[src/rtl/rs485_poll_master.sv]
// RS485 poll master: sends an 11-bit address frame, then receives two 11-bit
// data frames (low byte first) and reports the reply, a timeout or a frame error.
module rs485_poll_master #(
    parameter int CLKS_PER_BIT = 50,
    parameter int TIMEOUT_BITS = 32
) (
    input  logic        clk,
    input  logic        reset,
    input  logic        poll_req,
    input  logic [7:0]  addr_in,
    input  logic        Rx,
    output logic        Tx,
    output logic        Tx_Enable,
    output logic        busy,
    output logic [15:0] data_out,
    output logic        data_valid,
    output logic        timeout,
    output logic        frame_err
);

    // state   | meaning
    // IDLE    | waiting for poll_req
    // TX_ADDR | driving the address frame, driver enabled
    // WAIT_LO | bus released, waiting for start bit of low-byte frame
    // RX_LO   | receiving low-byte frame
    // WAIT_HI | waiting for start bit of high-byte frame
    // RX_HI   | receiving high-byte frame
    localparam logic [2:0] IDLE    = 3'd0;
    localparam logic [2:0] TX_ADDR = 3'd1;
    localparam logic [2:0] WAIT_LO = 3'd2;
    localparam logic [2:0] RX_LO   = 3'd3;
    localparam logic [2:0] WAIT_HI = 3'd4;
    localparam logic [2:0] RX_HI   = 3'd5;

    localparam int BW = $clog2(CLKS_PER_BIT);
    localparam int TW = $clog2(TIMEOUT_BITS * CLKS_PER_BIT + 1);

    localparam logic [BW-1:0] BIT_LAST  = BW'(CLKS_PER_BIT - 1);
    localparam logic [BW-1:0] HALF_LAST = BW'(CLKS_PER_BIT / 2 - 1);
    // Loaded one short so the pulse lands exactly TIMEOUT_BITS bit periods later.
    localparam logic [TW-1:0] TO_LAST   = TW'(TIMEOUT_BITS * CLKS_PER_BIT - 1);
    localparam logic [3:0]    LAST_BIT  = 4'd10;

    logic [2:0]    state;
    logic [BW-1:0] bit_cnt;
    logic [3:0]    bit_idx;
    logic [TW-1:0] to_cnt;
    logic [10:0]   tx_shift;
    logic [8:0]    rx_shift;
    logic [7:0]    lo_byte;
    logic          rx_s1;
    logic          rx_sync;
    logic          rx_prev;
    logic          rx_fall;
    logic          in_rx_phase;

    assign Tx        = (state == TX_ADDR) ? tx_shift[0] : 1'b1;
    assign Tx_Enable = (state == TX_ADDR);
    assign busy      = (state != IDLE);

    assign rx_fall     = rx_prev & ~rx_sync;
    assign in_rx_phase = (state == WAIT_LO) || (state == RX_LO) ||
                         (state == WAIT_HI) || (state == RX_HI);

    always_ff @(posedge clk) begin
        if (reset) begin
            rx_s1   <= 1'b1;
            rx_sync <= 1'b1;
            rx_prev <= 1'b1;
        end else begin
            rx_s1   <= Rx;
            rx_sync <= rx_s1;
            rx_prev <= rx_sync;
        end
    end

    always_ff @(posedge clk) begin
        if (reset) begin
            state      <= IDLE;
            bit_cnt    <= '0;
            bit_idx    <= '0;
            to_cnt     <= '0;
            tx_shift   <= '1;
            rx_shift   <= '0;
            lo_byte    <= '0;
            data_out   <= '0;
            data_valid <= 1'b0;
            timeout    <= 1'b0;
            frame_err  <= 1'b0;
        end else begin
            data_valid <= 1'b0;
            timeout    <= 1'b0;
            frame_err  <= 1'b0;

            // Timeout runs through glitch rejection too; only the WAIT states act on it.
            if (in_rx_phase && (to_cnt != '0)) begin
                to_cnt <= to_cnt - TW'(1);
            end

            case (state)
                IDLE: begin
                    if (poll_req) begin
                        tx_shift <= {2'b11, addr_in, 1'b0};
                        bit_cnt  <= BIT_LAST;
                        bit_idx  <= '0;
                        state    <= TX_ADDR;
                    end
                end

                TX_ADDR: begin
                    if (bit_cnt == '0) begin
                        bit_cnt <= BIT_LAST;
                        if (bit_idx == LAST_BIT) begin
                            to_cnt <= TO_LAST;
                            state  <= WAIT_LO;
                        end else begin
                            bit_idx  <= bit_idx + 4'd1;
                            tx_shift <= {1'b1, tx_shift[10:1]};
                        end
                    end else begin
                        bit_cnt <= bit_cnt - BW'(1);
                    end
                end

                WAIT_LO, WAIT_HI: begin
                    if (rx_fall) begin
                        bit_cnt <= HALF_LAST;
                        bit_idx <= '0;
                        state   <= (state == WAIT_LO) ? RX_LO : RX_HI;
                    end else if (to_cnt == '0) begin
                        timeout <= 1'b1;
                        state   <= IDLE;
                    end
                end

                RX_LO, RX_HI: begin
                    if (bit_cnt != '0) begin
                        bit_cnt <= bit_cnt - BW'(1);
                    end else begin
                        bit_cnt <= BIT_LAST;
                        if (bit_idx == 4'd0) begin
                            if (rx_sync) begin
                                state <= (state == RX_LO) ? WAIT_LO : WAIT_HI;
                            end else begin
                                bit_idx <= 4'd1;
                            end
                        end else if (bit_idx == LAST_BIT) begin
                            // rx_shift[8] is the mark bit, rx_sync is the stop bit.
                            if (rx_shift[8] || !rx_sync) begin
                                frame_err <= 1'b1;
                                state     <= IDLE;
                            end else if (state == RX_LO) begin
                                lo_byte <= rx_shift[7:0];
                                to_cnt  <= TO_LAST;
                                state   <= WAIT_HI;
                            end else begin
                                data_out   <= {rx_shift[7:0], lo_byte};
                                data_valid <= 1'b1;
                                state      <= IDLE;
                            end
                        end else begin
                            rx_shift <= {rx_sync, rx_shift[8:1]};
                            bit_idx  <= bit_idx + 4'd1;
                        end
                    end
                end

                default: state <= IDLE;
            endcase
        end
    end

endmodule
[config.mk]
export PLATFORM = sky130hd
export DESIGN_NAME = rs485_poll_master
export DESIGN_NICKNAME = d
export VERILOG_FILES = /design/src/rtl/rs485_poll_master.sv
export SDC_FILE = /design/constraint.sdc
export NUM_CORES = 1
export LEC_CHECK = 0
export ABC_AREA = 1
export CAP_MARGIN = 10
export CORE_MARGIN = 2
export CORE_UTILIZATION = 53
export CTS_BUF_LIST = sky130_fd_sc_hd__clkbuf_8
export DETAILED_ROUTE_END_ITERATION = 6
export PLACE_DENSITY = 0.78
export SLEW_MARGIN = 20
export SYNTH_ARGS = -nofsm -noshare
export SYNTH_HDL_FRONTEND = slang
export SYNTH_SLANG_ARGS = --single-unit
[constraint.sdc]
create_clock -name clk -period 2 [get_ports clk]
set_clock_uncertainty 0.2 [all_clocks]
set_input_delay 0.3 -clock clk [delete_from_list [all_inputs] [get_ports clk]]
set_output_delay 0.3 -clock clk [all_outputs]
set_load 0.01 [all_outputs]
# After elaboration in Yosys (flattened, before gate mapping)
# Index checks and enable logic that the tools add are counted.
totals:
  ff_bits: 74
  inputBits: 12
  out_inout_bits: 22
  wordCells: 113
op_classes:
  add_sub_neg: 3
  eq_ne: 16
  mux: 44
  n_bitwise: 9
  n_reduce_logical: 27
op_table:
  columns: ["cell", "count"]
  rows:
  - ["11-bit 2-to-1 mux", 11]
  - ["11-bit case mux with 2 select lines", 2]
  - ["3-bit 2-to-1 mux", 13]
  - ["4-bit 2-to-1 mux", 7]
  - ["6-bit 2-to-1 mux", 4]
  - ["6-bit case mux with 4 select lines", 1]
  - ["6-bit AND reduction", 3]
  - ["4-bit case mux with 4 select lines", 1]
  - ["3-bit != test, second input constant", 4]
  - ["3-bit case mux with 4 select lines", 1]
  - ["11-bit zero test", 1]
  - ["11-bit nonzero test", 1]
  - ["11-bit by 1-bit subtractor with 11-bit output, second input constant", 1]
  - ["2-bit != test, second input constant", 4]
  - ["1-bit NOT", 8]
  - ["4-bit AND reduction", 2]
  - ["7-bit AND reduction", 1]
  - ["3-bit by 2-bit == test with 1-bit output, second input constant", 2]
  - ["3-bit == test, second input constant", 2]
  - ["6-bit zero test", 1]
  - ["6-bit nonzero test", 1]
  - ["6-bit OR reduction", 1]
  - ["6-bit by 1-bit subtractor with 6-bit output, second input constant", 1]
  - ["5-bit OR reduction", 1]
  - ["17 further kinds", 25]

# Depth between registers and ports, before layout
# Gate-level depths: netlist (run 1).
logic_depth:
  word_depth: 12
  depth_mapped: 13
  depth_no_buf: 13

# Worst setup path after synthesis (run 1)
# No wires, ideal clock.
synth_path:
  path_kind: "reg-to-reg"
  startpoint: "reg bit_cnt[0]"
  endpoint: "reg data_out[10]"
  setup_ns: 0.115
  arrival_ns: 1.592
  t_required_ns: 1.685
  slack_ns: 0.094
  path_stages_with_launch: 11
  n_path_buf: 1
  period_less_slack_ns: 1.906
  cell_sequence: "dfxtp_1 > inv_1 > ha_1 > nand3_1 > nor2_1 > nand2_1 > nor3_4 > nand2_4 > buf_6 > o21ai_1 > nor2_1"
synth_via:
  elab_chain_cells: 3
synth_rtl:
  columns: ["item", "line_no", "source"]
  rows:
  - ["start, declared", "45", "logic [BW-1:0] bit_cnt;"]
  - ["start signal, assigned", "121", "bit_cnt <= bit_cnt - BW'(1);"]
  - ["start signal, assigned", "138", "bit_cnt <= bit_cnt - BW'(1);"]
  - ["6-bit nonzero test", "137", "if (bit_cnt != '0) begin"]
  - ["1-bit NOT (no line)", null, null]
  - ["6-bit AND reduction (no line)", null, null]
  - ["end signal, assigned", "157", "data_out <= {rx_shift[7:0], lo_byte};"]
  - ["end, declared", "15", "output logic [15:0] data_out,"]
# No other way between the ends.
# A chain may end at the register's enable or synchronous reset.

# Final worst setup path (run 1)
layout_path:
  startpoint: "reg bit_cnt[0]"
  endpoint: "reg data_out[12]"
# Same word-level chain as after synthesis.

==> impl_metrics.toml, run 1 <==
[clock_tree]
numCtsBuffers = 9
htreeDepth = 3
hold_buffers = 0
clk_path_buf_depth = 2
cts_tree = "built"
clock-sinks = 72
clk_pin_slew_ns = 0.08
clk_latency_ns = 0.35
root_buffer = "clkbuf_8"

[power]
comb_power_share_pct = 49.2
ir_drop_uv = 893
clkPwrFrac_pct = 19.3
p_per_area_nw_per_um2 = 1430
switchingPower_w = 0.00260
pwr-share-seq_pct = 31.5
power.internal_w = 0.00349
leakagePower_nw = 1.90
power_w = 0.00609
switching_share_pct = 42.6

[worst_setup_path]
required_ns = 2.05
path_max_fanout = 8
arrival_ns = 1.96
rr_endpoint = "data_out[12]"
crit_chain = "inv_1, ha_2, nand3_2, nor2_4, nand2_4, nor3_4, buf_12, nand2_4, o21ai_1, nor2_1"
critPathLaunch = "bit_cnt[0]"
cpMostUsedCell = "nand2_4"
slowest_stage = "dfxtp_2"
critical_path.endpoint = "data_out[12]"
crit_type = "reg -> reg"
cp_top_family = "simple AND/OR/NAND/NOR gates"
start_kind = "flop"
worstReg2RegStart = "bit_cnt[0]"
ff2ff_path_depth = 10
path_depth = 10
critical_path_buf_inv_count = 2
critPathMaxStageDelay_ns = 0.33
cp-end-kind = "flop"
reg2reg_setup_slack_ns = 0.09

[global_routing]
grt_pass1_wl_mm = 12.1
grt_pass1_vias = 2860
antenna_found_initial = 0
grt_max_degree = 38
gr-total-overflow = 0
grt_usage_pct = 21.6

[timing]
whs_ns = 0.212
fin_crit_ns = 1.91
setup_tns_ns = 0
max_slew_margin_pct = 73.4
drv_slew = 0
setup_ws_ns = 0.0941
max_freq_mhz = 525
hold_viol_final = 0
setup_viol = 0
layout_worst_path_cycle_share_pct = 95.3
tightest_slew_ns = 0.395

[route]
num_vias = 3221
vias_per_cell = 5.31
route.detailed.drc = 0
drtIter0Drc = 204
drtAntennaViolNets = 0
wl_per_cell_um = 12.7
routed_wl_mm = 7.69
dr.pass1.iters = 5

[place]
placed_area_um2 = 3820
io_buffers = 33
hpwlAfterDp_mm = 5.22
preCtsSetupSlack_ns = -0.0781
gp_congestion = 0.867

[floorplanning]
core-area_um2 = 5960
die_area_um2 = 6860
start_util_pct = 55.3
die_h_um = 82.8
die_x_um = 82.8
ios = 34
rows = 28

[logic_synthesis]
ys_ff_latch = 72
synth.distinct_cells = 33
syn_nets = 483
yosys_warnings = 0
syn_inst = 466
syn_area_um2 = 3290
yosysSeqAreaShare_pct = 43.8
syn_avg_cell_area_um2 = 7.06

[min_path]
min_path_type = "reg -> reg"

[layout]
areaGrowthSynthToFinish_pct = 29.6
nNetsFinal = 544
mostFrequentLayoutCells = "nand2_1, nor2_1, dfxtp_1, inv_1, a21oi_1"
diodes = 0
stdcell_area_um2 = 4270
layout.cells.most_common = "nand2_1"
drive_gt1_share_pct = 18.6

[status]
status = "finished, final reports clean"

[run]
max_cap_viol_count = 0
[through the flow]
step	utilization, %	instances
floorplan	-	466
global placement	64.2	582
detailed placement	64.2	582
CTS	68.3	600
global route	71.6	607
finish	71.6	607
[state kept, by name (all words and copies together) (netlist names)]
signal      count
to_cnt         11
state           3
tx_shift        9
timeout         1
lo_byte         8
bit_idx         4
rx_sync         1
data_valid      1
rx_prev         1
data_out       16
bit_cnt         6
rx_s1           1
rx_shift        9
frame_err       1
[power by group through the flow]
stage	clock, W	sequential, W	combinational, W
detailed placement	0	0.00192	0.00256
floorplan	0	0.00190	0.00184
global route	0.00125	0.00194	0.00334
finish	0.00117	0.00192	0.00300
global placement	0	0.00191	0.00250
CTS	0.00119	0.00190	0.00266
[worst min-delay path by stage]
stage,to,startpoint,cells past startpoint,slack (ns)
global route,rx_sync,rx_s1,1,0.24
finish,rx_sync,rx_s1,1,0.21
floorplan,rx_sync,rx_s1,1,0.19
detailed placement,rx_sync,rx_s1,1,0.20
global placement,rx_sync,rx_s1,1,0.20
CTS,rx_sync,rx_s1,1,0.21
[cells by family after synthesis]
kind of cell    after synthesis  synth area share [%]
compound gates               92                  14.7
xor+xnor                      8                  2.13
fa+ha+maj                     5                  1.90
buf+inv                      61                  7.49
flops                        72                  43.8
simple gates                228                  30.0
[timing repair]
item,in CTS,in global routing
buffers inserted,1,5
gates cloned,1,2
resized for setup,16,44
pin swaps,3,7
setup endpoints to repair,21,65
[synthesized netlist by cell type]
library cell / number / area share, %
nand2_2: 2 / 0.38
nor3_4: 1 / 0.49
nor2_4: 1 / 0.34
a21oi_1: 34 / 5.2
a21oi_2: 1 / 0.27
clkbuf_2: 1 / 0.15
nand2_4: 2 / 0.68
nor4_1: 2 / 0.38
nand2_1: 92 / 10
o21ai_1: 11 / 1.7
o31ai_1: 1 / 0.23
nor3_1: 5 / 0.76
nor2_1: 79 / 9.0
ha_1: 5 / 1.9
inv_1: 41 / 4.7
inv_2: 6 / 0.68
a211oi_1: 2 / 0.46
a31oi_1: 2 / 0.38
nand4_1: 4 / 0.76
nand3_1: 32 / 4.9
o22ai_1: 1 / 0.19
xor2_1: 8 / 2.1
or2_2: 5 / 0.95
buf_2: 1 / 0.15
o21a_1: 1 / 0.23
o21bai_1: 1 / 0.23
o21ai_0: 37 / 5.6
buf_6: 1 / 0.34
clkbuf_1: 9 / 1.0
dfxtp_1: 72 / 44
a21boi_0: 1 / 0.23
nand3_2: 3 / 0.91
buf_4: 2 / 0.46
[final cells by class]
class / count / area [um^2]
multi-input cells: 335 / 1760
inverters: 47 / 176
repair buffers: 62 / 589
clock inverters: 7 / 78.8
well taps: 75 / 93.8
fillers: 503 / 1690
flip-flops and latches: 72 / 1440
clock buffers: 9 / 124
[worst reg2reg max path: stages, from the launching register on]
cell and delay, ns:
dfxtp_2 0.33, inv_1 0.07, ha_2 0.19, nand3_2 0.10, nor2_4 0.15, nand2_4 0.10
nor3_4 0.22, buf_12 0.15, nand2_4 0.10, o21ai_1 0.15, nor2_1 0.05
[metal layers]
| metal | wire length (um) | up-vias | share of wire [%] | GRT usage [%] |
|---|---|---|---|---|
| met2 | 3630 | 97 | 47 | 36.1 |
| met5 | 0 | - | 0 | 0 |
| met4 | 172 | 0 | 2.2 | 11.0 |
| met3 | 353 | 16 | 4.6 | 3.58 |
| met1 | 3530 | 1466 | 46 | 26.7 |
| li1 | - | 1642 | - | - |
Note: power is estimated with default switching activity, not from simulation.
==> run 2, diff against run 1 <==
--- a/config.mk
+++ b/config.mk
@@ -7,6 +7,7 @@
 export LEC_CHECK = 0
 export ABC_AREA = 1
 export CAP_MARGIN = 10
+export CORE_ASPECT_RATIO = 0.9
 export CORE_MARGIN = 2
 export CORE_UTILIZATION = 53
 export CTS_BUF_LIST = sky130_fd_sc_hd__clkbuf_8
==> impl_metrics.toml, run 2 (synthesis results as in run 1) <==
[timing]
max_slew_margin_pct = 72.4
drv_slew = 0
layout_worst_path_cycle_share_pct = 99.7
fin_crit_ns = 1.99
rsz0062_at_grt = "yes"
setup_viol = 0
whs_ns = 0.248
tightest_slew_ns = 0.411
hold_viol_final = 0
max_freq_mhz = 502

[route]
drtAntennaViolNets = 0
vias_per_cell = 5.42
dr.pass1.iters = 5
drtIter0Drc = 233
routed_wl_mm = 8.25
route.detailed.drc = 0
wl_per_cell_um = 13.5
num_vias = 3321

[min_path]
holdPathStages = 1
min_path_type = "reg -> reg"
hp-start = "rx_s1"
hold_path_end = "rx_sync"

[clock_tree]
cts_tree = "built"
clk_pin_slew_ns = 0.08
hold_buffers = 0
clk_path_buf_depth = 2
htreeDepth = 3
clock-sinks = 72
clk_latency_ns = 0.35
root_buffer = "clkbuf_8"
numCtsBuffers = 9

[worst_setup_path]
slowest_stage = "dfxtp_2"
start_kind = "flop"
cp-end-kind = "flop"
cpMostUsedCell = "nand2_4"
worstReg2RegStart = "bit_cnt[1]"
required_ns = 2.05
critPathMaxStageDelay_ns = 0.33
rr_endpoint = "data_out[14]"
path_max_fanout = 8
crit_chain = "inv_2, ha_4, nand3_4, nor2_4, nand2_4, buf_6, nor3_4, nand2_4, o21ai_2, nor2_1"
ff2ff_path_depth = 10
reg2reg_setup_slack_ns = 0.007
crit_type = "reg -> reg"
arrival_ns = 2.05

[floorplanning]
start_util_pct = 54.4
rows = 27
die_h_um = 78.8
die_area_um2 = 6860
die_x_um = 87.1
ios = 34
core-area_um2 = 6050

[run]
max_cap_viol_count = 0

[layout]
diodes = 0
largest_reg_flops = 16
mostFrequentLayoutCells = "nand2_1, nor2_1, dfxtp_1, inv_1, buf_4"
drive_gt1_share_pct = 21.3
layout.cells.most_common = "nand2_1"
max_flop_register = "data_out"
n_fill_cell = 497
areaGrowthSynthToFinish_pct = 30.2
instances_no_fill = 613
nNetsFinal = 553
reg.largest.list = "data_out (16), to_cnt (11)"

[place]
hpwlAfterDp_mm = 5.29
io_buffers = 33
dp.cells = 584
gp_congestion = 0.887

[global_routing]
grt_usage_pct = 23.9
gr-total-overflow = 0
grt_max_degree = 26
grt_pass1_wl_mm = 13.0
antenna_found_initial = 0
grt_pass1_vias = 2967

[power]
p_per_area_nw_per_um2 = 1440
ir_drop_uv = 919
leakagePower_nw = 1.94

[status]
status = "finished, final reports clean"
[run 2: how the worst max path moves through the flow]
| stage | from | to | slack [ns] |
|---|---|---|---|
| detailed placement | bit_idx[0] | tx_shift[8] | 0.02 |
| global route | bit_idx[0] | state[2] | -0.05 |
| finish | bit_cnt[1] | data_out[14] | 0.007 |
| floorplan | bit_cnt[0] | data_out[10] | 0.09 |
| CTS | state[1] | busy | 0.02 |
| global placement | bit_idx[0] | tx_shift[8] | 0.04 |
[run 2: metrics by stage]
step / TNS, ns / setup WS (ns) / power, W / cell area, um^2 / util [%]
final: 0 / 0.00654 / 0.00616 / 4290 / 70.9
after global routing: -0.402 / -0.0541 / 0.00663 / 4290 / 70.9
after CTS: 0 / 0.0208 / 0.00571 / 4060 / 67.2
after detailed placement: 0 / 0.0165 / 0.00456 / 3840 / 63.6
after global placement: 0 / 0.0416 / 0.00449 / 3840 / 63.6
after floorplan: 0 / 0.0935 / 0.00374 / 3290 / -
[run 2: metal layers]
metal | wire [um] | track usage [%] | share of wire (%)
met5 | 0 | 0 | 0
met4 | 133 | 6.09 | 1.6
met3 | 483 | 6.86 | 5.9
met2 | 3990 | 39.4 | 48
met1 | 3640 | 30.7 | 44
[run 2: area by class of cell]
cell class | instances | area (um^2) | area share, %
clock buffer | 9 | 124 | 2.89
clock inverter | 7 | 62.6 | 1.46
inverter | 47 | 179 | 4.17
multi-input combinational | 334 | 1750 | 40.7
sequential | 72 | 1450 | 33.8
tap | 72 | 90.1 | 2.10
timing repair buffer | 72 | 638 | 14.9
[run 2: critical path, delay by kind of cell, from the launching register on]
family	cells	cell delay, ns
buf+inv	2	0.19
simple gates	6	0.84
fa+ha+maj	1	0.15
flops	1	0.33
compound gates	1	0.18
[run 2: timing repair]
action                     in CTS  in global routing
buffers inserted                1                 10
cloned                          0                  2
resized for setup              16                 50
pin swaps                       1                  9
setup endpoints to repair       5                 60
[run 2: power breakdown]
group          switching [W]  total, W  internal (W)  leakage [nW]
Clock               0.000607   0.00108      0.000475        0.0927
Sequential          0.000194   0.00192       0.00173         0.589
Combinational        0.00187   0.00315       0.00128          1.26
==> run 3, diff against run 2 <==
--- a/config.mk
+++ b/config.mk
@@ -13,6 +13,7 @@
 export CTS_BUF_LIST = sky130_fd_sc_hd__clkbuf_8
 export DETAILED_ROUTE_END_ITERATION = 6
 export PLACE_DENSITY = 0.78
+export RECOVER_POWER = 25
 export SLEW_MARGIN = 20
 export SYNTH_ARGS = -nofsm -noshare
 export SYNTH_HDL_FRONTEND = slang
==> impl_metrics.toml, run 3 (synthesis results as in run 1) <==
[route]
num_vias = 3309
drtIter0Drc = 257
vias_per_cell = 5.40
dr.pass1.iters = 5
route.detailed.drc = 0
routed_wl_mm = 8.23
drtAntennaViolNets = 0
wl_per_cell_um = 13.4

[place]
gp_congestion = 0.887
placed_area_um2 = 3840
io_buffers = 33
hpwlAfterDp_mm = 5.29

[power]
ir_drop_uv = 919
power_w = 0.00614
leakagePower_nw = 1.99
p_per_area_nw_per_um2 = 1440

[floorplanning]
core-area_um2 = 6050
die_h_um = 78.8
ios = 34
rows = 27
start_util_pct = 54.4
die_area_um2 = 6860
die_x_um = 87.1

[layout]
max_flop_register = "data_out"
layout.cells.most_common = "nand2_1"
diodes = 0
multi_input_area_um2 = 1740
stdcell_area_um2 = 4270
drive_gt1_share_pct = 20.7
n_fill_cell = 500
areaGrowthSynthToFinish_pct = 29.7
reg.largest.list = "data_out (16), to_cnt (11)"
largest_reg_flops = 16
seq_area_um2 = 1450
nNetsFinal = 553
mostFrequentLayoutCells = "nand2_1, nor2_1, dfxtp_1, inv_1, a21oi_1"

[run]
max_cap_viol_count = 0

[timing]
drv_slew = 0
fin_crit_ns = 1.99
setup_viol = 0
max_slew_margin_pct = 66.3
layout_worst_path_cycle_share_pct = 99.5
hold_viol_final = 0
max_freq_mhz = 503
rsz0062_at_grt = "yes"
tightest_slew_ns = 0.506
whs_ns = 0.247

[worst_setup_path]
start_kind = "flop"
crit_type = "reg -> reg"
cp-end-kind = "flop"
worstReg2RegStart = "bit_cnt[1]"
rr_endpoint = "data_out[14]"
path_max_fanout = 8
critPathLaunch = "bit_cnt[1]"
ff2ff_path_depth = 10
required_ns = 2.06
reg2reg_setup_slack_ns = 0.01
arrival_ns = 2.05

[min_path]
hp-start = "rx_s1"
holdPathStages = 1
min_path_type = "reg -> reg"
hold_path_end = "rx_sync"

[clock_tree]
clk_path_buf_depth = 2
hold_buffers = 0
clock-sinks = 72
clk_latency_ns = 0.36
clk_pin_slew_ns = 0.08
htreeDepth = 3
root_buffer = "clkbuf_8"
numCtsBuffers = 9
cts_tree = "built"

[global_routing]
gr-total-overflow = 0
grt_pass1_wl_mm = 13.0
grt_usage_pct = 23.9
grt_pass1_vias = 2967
grt_max_degree = 26
antenna_found_initial = 0

[status]
status = "finished, final reports clean"
==> run 3: timing repair <==
item                                    CTS  global route
cloned                                    0             2
resized for setup                        16            50
setup buffers                             1            10
endpoints found under the setup margin    5            60
pin swaps                                 1             9
==> run 3: how the worst max path moves through the flow <==
stage,cells past startpoint,slack [ns],endpoint
floorplan,10,0.09,data_out[10]
global placement,9,0.04,tx_shift[8]
detailed placement,9,0.02,tx_shift[8]
CTS,5,0.02,busy
global route,11,-0.05,state[2]
finish,10,0.01,data_out[14]
==> run 3: layout make-up <==
type / count / share of cell area [%]
clock buffers: 9 / 2.90
clock inverters: 7 / 1.46
inverters: 47 / 4.19
multi-input cells: 334 / 40.6
flip-flops and latches: 72 / 33.9
well taps: 72 / 2.11
repair buffers: 72 / 14.8
==> run 3: layer usage <==
metal | up-vias | GRT usage [%] | part of all wire (%)
li1 | 1656 | - | -
met2 | 91 | 39.4 | 48
met1 | 1546 | 30.7 | 44
met4 | 0 | 6.09 | 1.7
met3 | 16 | 6.86 | 5.9
met5 | - | 0 | 0
==> run 3: metrics by stage <==
| step | setup TNS, ns | utilization, % | setup slack (ns) | std cells |
|---|---|---|---|---|
| 2_1_floorplan | 0 | - | 0.0935 | 466 |
| 3_3_place_gp | 0 | 63.6 | 0.0416 | 584 |
| 3_5_place_dp | 0 | 63.6 | 0.0165 | 584 |
| 4_1_cts | 0 | 67.2 | 0.0208 | 601 |
| 5_1_grt | -0.422 | 70.6 | -0.0548 | 613 |
| 6_report | 0 | 70.6 | 0.0102 | 613 |
==> run 3: worst max-delay path: stages (launching register included) <==
cell and delay (ns):
dfxtp_2 0.33, inv_2 0.07, ha_4 0.15, nand3_4 0.08
nor2_4 0.15, nand2_4 0.08, buf_6 0.12, nor3_4 0.30
nand2_4 0.18, o21ai_2 0.18, nor2_1 0.05
==> run 3: power breakdown <==
part	switching, W	total, W	internal (W)
sequential	0.000190	0.00192	0.00173
clock	0.000612	0.00109	0.000475
combinational	0.00186	0.00313	0.00127
total	0.00266	0.00614	0.00347
